`src/rtl/tinyrv1_ctrl_pkg.sv`:
```
// Shared definitions for the TinyRV1 multicycle controller: FSM states, instruction classes,
// opcode/funct fields, and the pc_sel / wb_sel / imm_type encodings seen by the datapath.
package tinyrv1_ctrl_pkg;

  typedef enum logic [2:0] {
    StIdle,
    StFetch,
    StFetchWait,
    StExec,
    StMem,
    StMemWait,
    StMul,
    StHalt
  } state_e;

  typedef enum logic [3:0] {
    ClsAdd,
    ClsAddi,
    ClsMul,
    ClsLw,
    ClsSw,
    ClsJal,
    ClsJr,
    ClsBne,
    ClsIllegal
  } inst_cls_e;

  localparam logic [6:0] OpcReg    = 7'b0110011;
  localparam logic [6:0] OpcImm    = 7'b0010011;
  localparam logic [6:0] OpcLoad   = 7'b0000011;
  localparam logic [6:0] OpcStore  = 7'b0100011;
  localparam logic [6:0] OpcJal    = 7'b1101111;
  localparam logic [6:0] OpcJalr   = 7'b1100111;
  localparam logic [6:0] OpcBranch = 7'b1100011;

  localparam logic [2:0] F3Add  = 3'b000;
  localparam logic [2:0] F3Word = 3'b010;
  localparam logic [2:0] F3Bne  = 3'b001;

  localparam logic [6:0] F7Add = 7'b0000000;
  localparam logic [6:0] F7Mul = 7'b0000001;

  localparam logic [1:0] PcSelPlus4 = 2'd0;
  localparam logic [1:0] PcSelJal   = 2'd1;
  localparam logic [1:0] PcSelJr    = 2'd2;
  localparam logic [1:0] PcSelBr    = 2'd3;

  localparam logic [1:0] WbSelAlu = 2'd0;
  localparam logic [1:0] WbSelMem = 2'd1;
  localparam logic [1:0] WbSelPc4 = 2'd2;
  localparam logic [1:0] WbSelMul = 2'd3;

  localparam logic [1:0] ImmI = 2'd0;
  localparam logic [1:0] ImmS = 2'd1;
  localparam logic [1:0] ImmB = 2'd2;
  localparam logic [1:0] ImmJ = 2'd3;

endpackage

```
`src/rtl/proc_multicycle_ctrl_if.sv`:
```
// Control/status bundle between the multicycle controller and its datapath + memory port.
//   master : controller view (drives enables/selects/memory request, reads status)
//   slave  : datapath/memory view (drives inst, br_ne, rdy/resp, mul_done)
interface proc_multicycle_ctrl_if;
  logic [31:0] inst;
  logic        br_ne;
  logic        mem_req_rdy;
  logic        mem_resp_val;
  logic        mul_done;
  logic        mem_req_val;
  logic        mem_req_wr;
  logic        mem_addr_sel;
  logic        ir_en;
  logic        pc_en;
  logic        pc_rst;
  logic [1:0]  pc_sel;
  logic        op2_sel;
  logic [1:0]  imm_type;
  logic        rf_wen;
  logic [1:0]  wb_sel;
  logic        mul_start;
  logic        retire;
  logic        halted;

  modport master (
    input  inst, br_ne, mem_req_rdy, mem_resp_val, mul_done,
    output mem_req_val, mem_req_wr, mem_addr_sel, ir_en, pc_en, pc_rst, pc_sel, op2_sel,
           imm_type, rf_wen, wb_sel, mul_start, retire, halted
  );

  modport slave (
    output inst, br_ne, mem_req_rdy, mem_resp_val, mul_done,
    input  mem_req_val, mem_req_wr, mem_addr_sel, ir_en, pc_en, pc_rst, pc_sel, op2_sel,
           imm_type, rf_wen, wb_sel, mul_start, retire, halted
  );
endinterface

```
`src/rtl/tinyrv1_decoder.sv`:
```
// Combinational TinyRV1 decoder.
//   inst_i     : instruction register contents
//   cls_o      : instruction class (ClsIllegal for anything not in the TinyRV1 subset)
//   rd_zero_o  : destination register is x0
//   imm_type_o : immediate format for the datapath immediate generator
module tinyrv1_decoder
  import tinyrv1_ctrl_pkg::*;
(
  input  logic [31:0] inst_i,
  output inst_cls_e   cls_o,
  output logic        rd_zero_o,
  output logic [1:0]  imm_type_o
);

  logic [6:0] opcode;
  logic [2:0] funct3;
  logic [6:0] funct7;

  assign opcode    = inst_i[6:0];
  assign funct3    = inst_i[14:12];
  assign funct7    = inst_i[31:25];
  assign rd_zero_o = (inst_i[11:7] == 5'd0);

  // Register specifiers are consumed by the datapath only.
  logic unused_rs;
  assign unused_rs = ^inst_i[24:15];

  always_comb begin
    cls_o      = ClsIllegal;
    imm_type_o = ImmI;
    case (opcode)
      OpcReg: begin
        if (funct3 == F3Add && funct7 == F7Add) cls_o = ClsAdd;
        else if (funct3 == F3Add && funct7 == F7Mul) cls_o = ClsMul;
      end
      OpcImm:  if (funct3 == F3Add) cls_o = ClsAddi;
      OpcLoad: if (funct3 == F3Word) cls_o = ClsLw;
      OpcStore: begin
        if (funct3 == F3Word) cls_o = ClsSw;
        imm_type_o = ImmS;
      end
      OpcJal: begin
        cls_o      = ClsJal;
        imm_type_o = ImmJ;
      end
      OpcJalr: if (funct3 == F3Add) cls_o = ClsJr;
      OpcBranch: begin
        if (funct3 == F3Bne) cls_o = ClsBne;
        imm_type_o = ImmB;
      end
      default: ;
    endcase
  end

endmodule

```
`src/rtl/proc_multicycle_ctrl.sv`:
```
// Control FSM for the multicycle TinyRV1 core. Sequences the shared datapath and memory port
// through fetch / execute / memory / multiply phases and drives every enable and mux select.
//   clk   : clock
//   rst   : asynchronous active-low reset (returns to idle, PC held at RESET_PC)
//   dp_io : control/status bundle (master modport), see proc_multicycle_ctrl_if
module proc_multicycle_ctrl
  import tinyrv1_ctrl_pkg::*;
#(
  parameter logic [31:0] RESET_PC = 32'h0000_0000
) (
  input  logic                          clk,
  input  logic                          rst,
  proc_multicycle_ctrl_if.master        dp_io
);

  // The reset PC value lives in the datapath; the controller only asserts pc_rst.
  logic unused_reset_pc;
  assign unused_reset_pc = ^RESET_PC;

  state_e    state_q, state_d;
  inst_cls_e cls;
  logic      rd_zero;
  logic [1:0] dec_imm_type;
  logic      wen_ok;
  logic      op2_imm;

  tinyrv1_decoder u_decoder (
    .inst_i     (dp_io.inst),
    .cls_o      (cls),
    .rd_zero_o  (rd_zero),
    .imm_type_o (dec_imm_type)
  );

  assign wen_ok  = !rd_zero;
  assign op2_imm = (cls == ClsAddi) || (cls == ClsLw) || (cls == ClsSw);

  always_ff @(posedge clk or negedge rst) begin
    if (!rst) state_q <= StIdle;
    else      state_q <= state_d;
  end

  always_comb begin
    state_d            = state_q;
    dp_io.mem_req_val  = 1'b0;
    dp_io.mem_req_wr   = 1'b0;
    dp_io.mem_addr_sel = 1'b0;
    dp_io.ir_en        = 1'b0;
    dp_io.pc_en        = 1'b0;
    dp_io.pc_rst       = 1'b0;
    dp_io.pc_sel       = PcSelPlus4;
    dp_io.op2_sel      = 1'b0;
    dp_io.imm_type     = ImmI;
    dp_io.rf_wen       = 1'b0;
    dp_io.wb_sel       = WbSelAlu;
    dp_io.mul_start    = 1'b0;
    dp_io.retire       = 1'b0;
    dp_io.halted       = 1'b0;

    unique case (state_q)
      StIdle: begin
        dp_io.pc_rst = 1'b1;
        state_d      = StFetch;
      end
      StFetch: begin
        dp_io.mem_req_val = 1'b1;
        if (dp_io.mem_req_rdy) state_d = StFetchWait;
      end
      StFetchWait: begin
        dp_io.ir_en = dp_io.mem_resp_val;
        if (dp_io.mem_resp_val) state_d = StExec;
      end
      StExec: begin
        dp_io.op2_sel  = op2_imm;
        dp_io.imm_type = dec_imm_type;
        unique case (cls)
          ClsAdd, ClsAddi: begin
            dp_io.rf_wen = wen_ok;
            dp_io.wb_sel = WbSelAlu;
            dp_io.pc_en  = 1'b1;
            dp_io.retire = 1'b1;
            state_d      = StFetch;
          end
          ClsJal: begin
            dp_io.rf_wen = wen_ok;
            dp_io.wb_sel = WbSelPc4;
            dp_io.pc_en  = 1'b1;
            dp_io.pc_sel = PcSelJal;
            dp_io.retire = 1'b1;
            state_d      = StFetch;
          end
          ClsJr: begin
            dp_io.pc_en  = 1'b1;
            dp_io.pc_sel = PcSelJr;
            dp_io.retire = 1'b1;
            state_d      = StFetch;
          end
          ClsBne: begin
            dp_io.pc_en  = 1'b1;
            dp_io.pc_sel = dp_io.br_ne ? PcSelBr : PcSelPlus4;
            dp_io.retire = 1'b1;
            state_d      = StFetch;
          end
          ClsLw, ClsSw: state_d = StMem;
          ClsMul: begin
            dp_io.mul_start = 1'b1;
            state_d         = StMul;
          end
          default: state_d = StHalt;
        endcase
      end
      StMem: begin
        dp_io.mem_req_val  = 1'b1;
        dp_io.mem_addr_sel = 1'b1;
        dp_io.mem_req_wr   = (cls == ClsSw);
        dp_io.op2_sel      = 1'b1;
        dp_io.imm_type     = dec_imm_type;
        if (dp_io.mem_req_rdy) state_d = StMemWait;
      end
      StMemWait: begin
        dp_io.op2_sel  = op2_imm;
        dp_io.imm_type = dec_imm_type;
        if (dp_io.mem_resp_val) begin
          if (cls == ClsLw) begin
            dp_io.rf_wen = wen_ok;
            dp_io.wb_sel = WbSelMem;
          end
          dp_io.pc_en  = 1'b1;
          dp_io.retire = 1'b1;
          state_d      = StFetch;
        end
      end
      StMul: begin
        if (dp_io.mul_done) begin
          dp_io.rf_wen = wen_ok;
          dp_io.wb_sel = WbSelMul;
          dp_io.pc_en  = 1'b1;
          dp_io.retire = 1'b1;
          state_d      = StFetch;
        end
      end
      StHalt: dp_io.halted = 1'b1;
      default: state_d = StIdle;
    endcase
  end

endmodule

```
`src/flat_wrapper.sv`:
```
// flat-port wrapper written by rule: the top's interface ports become plain ports
module proc_multicycle_ctrl_flat import tinyrv1_ctrl_pkg::*;
#(
  parameter logic [31:0] RESET_PC = 32'h0000_0000
)
  (clk, rst, dp_io_inst, dp_io_br_ne, dp_io_mem_req_rdy, dp_io_mem_resp_val, dp_io_mul_done, dp_io_mem_req_val, dp_io_mem_req_wr, dp_io_mem_addr_sel, dp_io_ir_en, dp_io_pc_en, dp_io_pc_rst, dp_io_pc_sel, dp_io_op2_sel, dp_io_imm_type, dp_io_rf_wen, dp_io_wb_sel, dp_io_mul_start, dp_io_retire, dp_io_halted);
  proc_multicycle_ctrl_if dp_io_i ();
  input  logic clk;
  input  logic rst;
  input wire logic [$bits(dp_io_i.inst)-1:0] dp_io_inst;
  input wire logic [$bits(dp_io_i.br_ne)-1:0] dp_io_br_ne;
  input wire logic [$bits(dp_io_i.mem_req_rdy)-1:0] dp_io_mem_req_rdy;
  input wire logic [$bits(dp_io_i.mem_resp_val)-1:0] dp_io_mem_resp_val;
  input wire logic [$bits(dp_io_i.mul_done)-1:0] dp_io_mul_done;
  output wire logic [$bits(dp_io_i.mem_req_val)-1:0] dp_io_mem_req_val;
  output wire logic [$bits(dp_io_i.mem_req_wr)-1:0] dp_io_mem_req_wr;
  output wire logic [$bits(dp_io_i.mem_addr_sel)-1:0] dp_io_mem_addr_sel;
  output wire logic [$bits(dp_io_i.ir_en)-1:0] dp_io_ir_en;
  output wire logic [$bits(dp_io_i.pc_en)-1:0] dp_io_pc_en;
  output wire logic [$bits(dp_io_i.pc_rst)-1:0] dp_io_pc_rst;
  output wire logic [$bits(dp_io_i.pc_sel)-1:0] dp_io_pc_sel;
  output wire logic [$bits(dp_io_i.op2_sel)-1:0] dp_io_op2_sel;
  output wire logic [$bits(dp_io_i.imm_type)-1:0] dp_io_imm_type;
  output wire logic [$bits(dp_io_i.rf_wen)-1:0] dp_io_rf_wen;
  output wire logic [$bits(dp_io_i.wb_sel)-1:0] dp_io_wb_sel;
  output wire logic [$bits(dp_io_i.mul_start)-1:0] dp_io_mul_start;
  output wire logic [$bits(dp_io_i.retire)-1:0] dp_io_retire;
  output wire logic [$bits(dp_io_i.halted)-1:0] dp_io_halted;
  assign dp_io_i.inst = dp_io_inst;
  assign dp_io_i.br_ne = dp_io_br_ne;
  assign dp_io_i.mem_req_rdy = dp_io_mem_req_rdy;
  assign dp_io_i.mem_resp_val = dp_io_mem_resp_val;
  assign dp_io_i.mul_done = dp_io_mul_done;
  assign dp_io_mem_req_val = dp_io_i.mem_req_val;
  assign dp_io_mem_req_wr = dp_io_i.mem_req_wr;
  assign dp_io_mem_addr_sel = dp_io_i.mem_addr_sel;
  assign dp_io_ir_en = dp_io_i.ir_en;
  assign dp_io_pc_en = dp_io_i.pc_en;
  assign dp_io_pc_rst = dp_io_i.pc_rst;
  assign dp_io_pc_sel = dp_io_i.pc_sel;
  assign dp_io_op2_sel = dp_io_i.op2_sel;
  assign dp_io_imm_type = dp_io_i.imm_type;
  assign dp_io_rf_wen = dp_io_i.rf_wen;
  assign dp_io_wb_sel = dp_io_i.wb_sel;
  assign dp_io_mul_start = dp_io_i.mul_start;
  assign dp_io_retire = dp_io_i.retire;
  assign dp_io_halted = dp_io_i.halted;
  proc_multicycle_ctrl #(.RESET_PC(RESET_PC)) u_core (.clk(clk), .rst(rst), .dp_io(dp_io_i));
endmodule
```
`config.mk`:
```
export PLATFORM = sky130hd
export DESIGN_NAME = proc_multicycle_ctrl_flat
export DESIGN_NICKNAME = d
export VERILOG_FILES = /design/src/rtl/tinyrv1_ctrl_pkg.sv /design/src/rtl/proc_multicycle_ctrl_if.sv /design/src/rtl/tinyrv1_decoder.sv /design/src/rtl/proc_multicycle_ctrl.sv /design/src/flat_wrapper.sv
export SDC_FILE = /design/constraint.sdc
export NUM_CORES = 1
export LEC_CHECK = 0
export ABC_AREA = 1
export BUFFER_PORTS_ARGS = -buffer_cell sky130_fd_sc_hd__buf_2
export CAP_MARGIN = 20
export CORE_ASPECT_RATIO = 1.2
export CORE_UTILIZATION = 29
export CTS_CLUSTER_SIZE = 16
export DETAILED_ROUTE_END_ITERATION = 10
export SLEW_MARGIN = 10
export SYNTH_ARGS = -nofsm -noshare
export SYNTH_HDL_FRONTEND = slang
export SYNTH_SLANG_ARGS = --single-unit
```
`constraint.sdc`:
```
create_clock -name clk -period 3.2 [get_ports clk]
set_clock_uncertainty 0.15 [all_clocks]
set_input_delay 0.32 -clock clk [delete_from_list [all_inputs] [get_ports clk]]
set_output_delay 0.32 -clock clk [all_outputs]
set_load 0.005 [all_outputs]
```
## After elaboration in Yosys (flattened, before gate mapping)

Index checks and enable logic that the tools add are counted.
Widths: inputs -> output; s select.

- Output and inout port bits: 17
- Logic and storage cells: 91
- Register bits: 3
- Input port bits: 38

- Reductions and logical operators: 18
- Muxes and demuxes: 43
- Eq/ne operators: 29

Operators with widths:

| cell | count |
|---|---|
| $mux 4 | 7 |
| $pmux 4 s7 | 1 |
| $eq 7x7->1 const B | 3 |
| $pmux 3 s7 | 1 |
| $pmux 2 s3 | 3 |
| $eq 4x3->1 const B | 4 |
| $mux 1 | 16 |
| $mux 3 | 5 |
| $eq 7x6->1 const B | 2 |
| $eq 3x3->1 const B | 4 |
| $mux 2 | 6 |
| $ne 2x2->1 const B | 5 |
| $eq 3x2->1 const B | 3 |
| $pmux 3 s3 | 1 |
| $eq 4x2->1 const B | 2 |
| $eq 7x1->1 const B | 1 |
| $eq 7x2->1 const B | 1 |
| $eq 7x5->1 const B | 1 |
| $logic_not 7->1 | 1 |
| $reduce_bool 7->1 | 1 |
| $eq 3x1->1 const B | 2 |
| $logic_not 3->1 | 2 |
| $pmux 1 s3 | 2 |
| $reduce_and 6->1 | 1 |
| other kinds (10) | 15 |

## Depth between registers and ports, before layout

- Word-level depth: 9
- Gate-level depth with buffers: 13

## By module

From an unflattened synthesis, not the netlist that was laid out.

- Cell total of the unflattened synthesis: 171
- Area total of the unflattened synthesis: 854.6 sq um

Modules (own cells, without submodules):

| module | cells each | area each (sq um) | instances |
|---|---|---|---|
| proc_multicycle_ctrl | 97 | 503.0 | 1 |
| tinyrv1_decoder | 74 | 351.6 | 1 |

## Worst setup path before layout

Ideal clock, no wire load.

- Kind: input -> output
- Start point: input port dp_io_inst[14]
- End point: output port dp_io_retire
- Required time: 2.730 ns
- Cell stages on the path: 12
- Arrival: 1.327 ns
- Path buffers: 1
- Setup slack: 1.403 ns
- Cell sequence: nor2_2 > nand2_1 > nor2_2 > nand2_1 > nand2_1 > nand3_1 > nor2_1 > nand3_1 > nand2_1 > nand2_1 > nand3_1 > buf_4

- Word-level cells in the longest chain between the ends: 9

Ends and longest elaborated chain:

| item | RTL line | text |
|---|---|---|
| start, declared | flat_wrapper.sv:10 | `input wire logic [$bits(dp_io_i.inst)-1:0] dp_io_inst;` |
| $logic_not 3->1 | - |  |
| $logic_and 1x1->1 | tinyrv1_decoder.sv:34 | `else if (funct3 == F3Add && funct7 == F7Mul) cls_o = ClsMul;` |
| $mux 4 | tinyrv1_decoder.sv:34 |  |
| $mux 4 | tinyrv1_decoder.sv:33 | `if (funct3 == F3Add && funct7 == F7Add) cls_o = ClsAdd;` |
| $pmux 4 s7 * | tinyrv1_decoder.sv:31 | `case (opcode)` |
| $eq 4x3->1 (tied with other cells) | - |  |
| $reduce_or 5->1 (no line) * | - |  |
| $mux 1 * | - |  |
| $pmux 1 s3 * | - |  |
| end, declared | flat_wrapper.sv:27 | `output wire logic [$bits(dp_io_i.retire)-1:0] dp_io_retire;` |

Mark *: on every way between the ends. The rest lies on a longest branch, timed or not.

## Worst setup path after layout

- Start point: register u_core.state_q[2]
- End point: output port dp_io_rf_wen

- Word-level cells in the longest chain between the ends: 2

Ends and longest elaborated chain:

| item | RTL line | text |
|---|---|---|
| start, declared | proc_multicycle_ctrl.sv:20 | `state_e state_q, state_d;` |
| start signal, assigned | proc_multicycle_ctrl.sv:38 | `if (!rst) state_q <= StIdle;` |
| start signal, assigned | proc_multicycle_ctrl.sv:39 | `else state_q <= state_d;` |
| $eq 3x3->1 or $eq 3x2->1 (tied branches) | proc_multicycle_ctrl.sv:59 | `unique case (state_q)` |
| $pmux 1 s3 * | proc_multicycle_ctrl.sv:59 |  |
| end, declared | flat_wrapper.sv:24 | `output wire logic [$bits(dp_io_i.rf_wen)-1:0] dp_io_rf_wen;` |

Marked as above.

==> impl_metrics.json <==
{
  "status": "complete, no violations",
  "ys_types": 23,
  "crit_family": "flip-flops",
  "reg.largest.list": "u_core.state_q (3)",
  "clkLatencyLatePin_ps": 230,
  "crit_fanout": 9,
  "top_register": "u_core.state_q",
  "wire_per_inst_um": 8.540,
  "crit_chain": "nand2_2, nor2_1, nand2_1, o21ai_1, inv_1, nand3_1, nand2_1, inv_1, buf_2",
  "slowest_stage": "dfrtp_1",
  "post_cts_buffers": 0,
  "start_util_pct": 30.64,
  "syn-mean-instance-area_sq_um": 5.045,
  "die_h_um": 58.89,
  "synth_area_sq_um": 782.0,
  "num_antenna_cells": 0,
  "cp.required_ps": 2730,
  "endpoint_kind": "primary output",
  "clk_pin_slew_ps": 40,
  "cellPowerDensity_nw_per_um2": 472.7,
  "p_comb_share_pct": 66.4,
  "largest_reg_flops": 3,
  "viasPerCell": 4.336,
  "tightest_slew_ps": 369.0,
  "vias": 1019,
  "syn_nets": 193,
  "cts_buffer_depth": 2,
  "ctsHoldBuffers": 1,
  "drt_wl_total_um": 2007,
  "cts_buffers": 3,
  "io_pins": 55,
  "finish.utilization_pct": 41.57,
  "gp_congestion": 0.8289,
  "cts.htree.levels": 1,
  "cts_tree": "built",
  "fp-row-count": 20,
  "yosys.area.top_type_share_pct": 18.72,
  "drtAntennaViolNets": 0,
  "yosysSeqAreaShare_pct": 9.600,
  "netlist_top_cells_area": "nand2_1, nor2_1, inv_1, nand3_1, dfrtp_1",
  "portBuffers": 44,
  "cts.sinks": 3,
  "setup_tns_ps": 0,
  "dr.pass1.iters": 4,
  "p_int_uw": 240.1,
  "grt_use_total_pct": 15.17,
  "drt_iter0_markers": 14,
  "power.switching_uw": 261.5,
  "hold_path.class": "in -> async",
  "antenna_found_initial": 0,
  "peakVddDrop_v": 0.0002307,
  "mostFrequentLayoutCells": "buf_2, nand2_1, nor2_1, inv_1, nand3_1",
  "cp_data_arrival_time_ps": 1660,
  "die_area_sq_um": 2909,
  "place_inst": 230,
  "drc_errors": 0,
  "final_common_cell": "buf_2",
  "die_x_um": 49.41,
  "syn_inst": 155,
  "worstSetupStartpointType": "register",
  "timing.fmax_mhz": 468.5,
  "grt.overflow.total": 0,
  "place_area_sq_um": 1025,
  "max_stage_delay_ps": 550,
  "crit_type": "reg -> out",
  "clockRootBuffer": "clkbuf_4",
  "power_frac_clock_pct": 13.0,
  "grt_pass1_wl_um": 3574,
  "drive_gt1_share_pct": 35.64,
  "p_leak_uw": 0.0006938,
  "rsz0062_at_grt": "false",
  "ctsResizeCount": 0,
  "pwr-share-seq_pct": 20.6,
  "finalMaxSlewViolations": 0,
  "yosysWarningCount": 0,
  "layout_min_cycle_time_ps": 2135,
  "setup-violations-final": 0,
  "hold_viol_final": 0,
  "fin_cells": 235,
  "nNetsFinal": 241,
  "grt_max_degree": 10,
  "timing.final.crit_share_pct": 66.71,
  "fp.coreArea_sq_um": 2552,
  "ys_ff_latch": 3,
  "grt_pass1_vias": 943,
  "yosysTopAreaCell": "nand2_1",
  "cap_violations": 0,
  "fill_cells": 317,
  "post-dp-hpwl_um": 1755,
  "path_buf_inv": 3,
  "area_growth_pct": 35.68,
  "slew_headroom_pct": 75.40,
  "final_cell_area_sq_um": 1061,
  "switching_share_pct": 52.14
}
-- path summary, 6_finish.rpt --
kind | startpoint | to | slack (ps) | depth (start not counted)
worst max-delay path | u_core.state_q[2] | dp_io_rf_wen | 1070 | 9
worst min-delay path | rst | u_core.state_q[0] | 260 | 2
worst max register to register | u_core.state_q[2] | u_core.state_q[0] | 1520 | 9
worst min register to register | u_core.state_q[0] | u_core.state_q[0] | 560 | 2
max in group asynchronous | rst | u_core.state_q[1] | 2530 | 2
min in group clk | dp_io_mem_req_rdy | u_core.state_q[2] | 410 | 6
-- metrics by stage --
stage / total power [uW] / hold WS, ps / setup slack [ps]
2_1_floorplan: 357.5 / -125.6 / 1403
3_3_place_gp: 437.9 / -33.67 / 1138
3_5_place_dp: 439.0 / -32.93 / 1127
4_1_cts: 509.2 / 252.6 / 1065
5_1_grt: 570.0 / 260.3 / 883.8
6_report: 501.6 / 259.5 / 1065
-- logic make-up (layout without fill, tap and decap cells) --
logic type / count (synthesis) / in the layout / synth area share, %
DFF: 3 / 3 / 9.600
and+or+nand+nor: 105 / 105 / 62.72
AOI/OAI and AO/OA: 13 / 13 / 9.921
buffers and inverters: 34 / 81 / 17.76
-- synthesized netlist by cell type (all sizes together) --
cell type / number
inv: 32
o21bai: 1
nand4: 3
nor4: 1
nand2: 46
buf: 2
o21a: 1
nor3: 4
nand3: 17
o21ai: 5
a41oi: 1
or2: 2
a21oi: 5
nor2: 32
dfrtp: 3
-- per-layer routing --
layer / track usage [%] / share of wire [%] / up-vias
li1: - / - / 574
met1: 15.89 / 43 / 427
met2: 32.09 / 53 / 18
met3: 2.584 / 3.3 / 0
met4: 1.224 / 0 / 0
met5: 0 / 0 / -
-- power by group through the flow --
stage	clock (uW)	sequential, uW	combinational, uW
2_1_floorplan	0	80.4	277
3_3_place_gp	0	103	335
3_5_place_dp	0	101	338
4_1_cts	68.4	101	339
5_1_grt	71.0	108	391
6_report	65.1	103	333
-- layout make-up --
class / instances / area, sq um / area share [%]
clock buffers: 4 / 26.28 / 2.476
inverters: 32 / 120.1 / 11.32
multi-input cells: 118 / 568.0 / 53.54
flip-flops and latches: 3 / 75.07 / 7.075
well taps: 33 / 41.29 / 3.892
repair buffers: 45 / 230.2 / 21.70
Note: power is estimated with default switching activity, not from simulation.
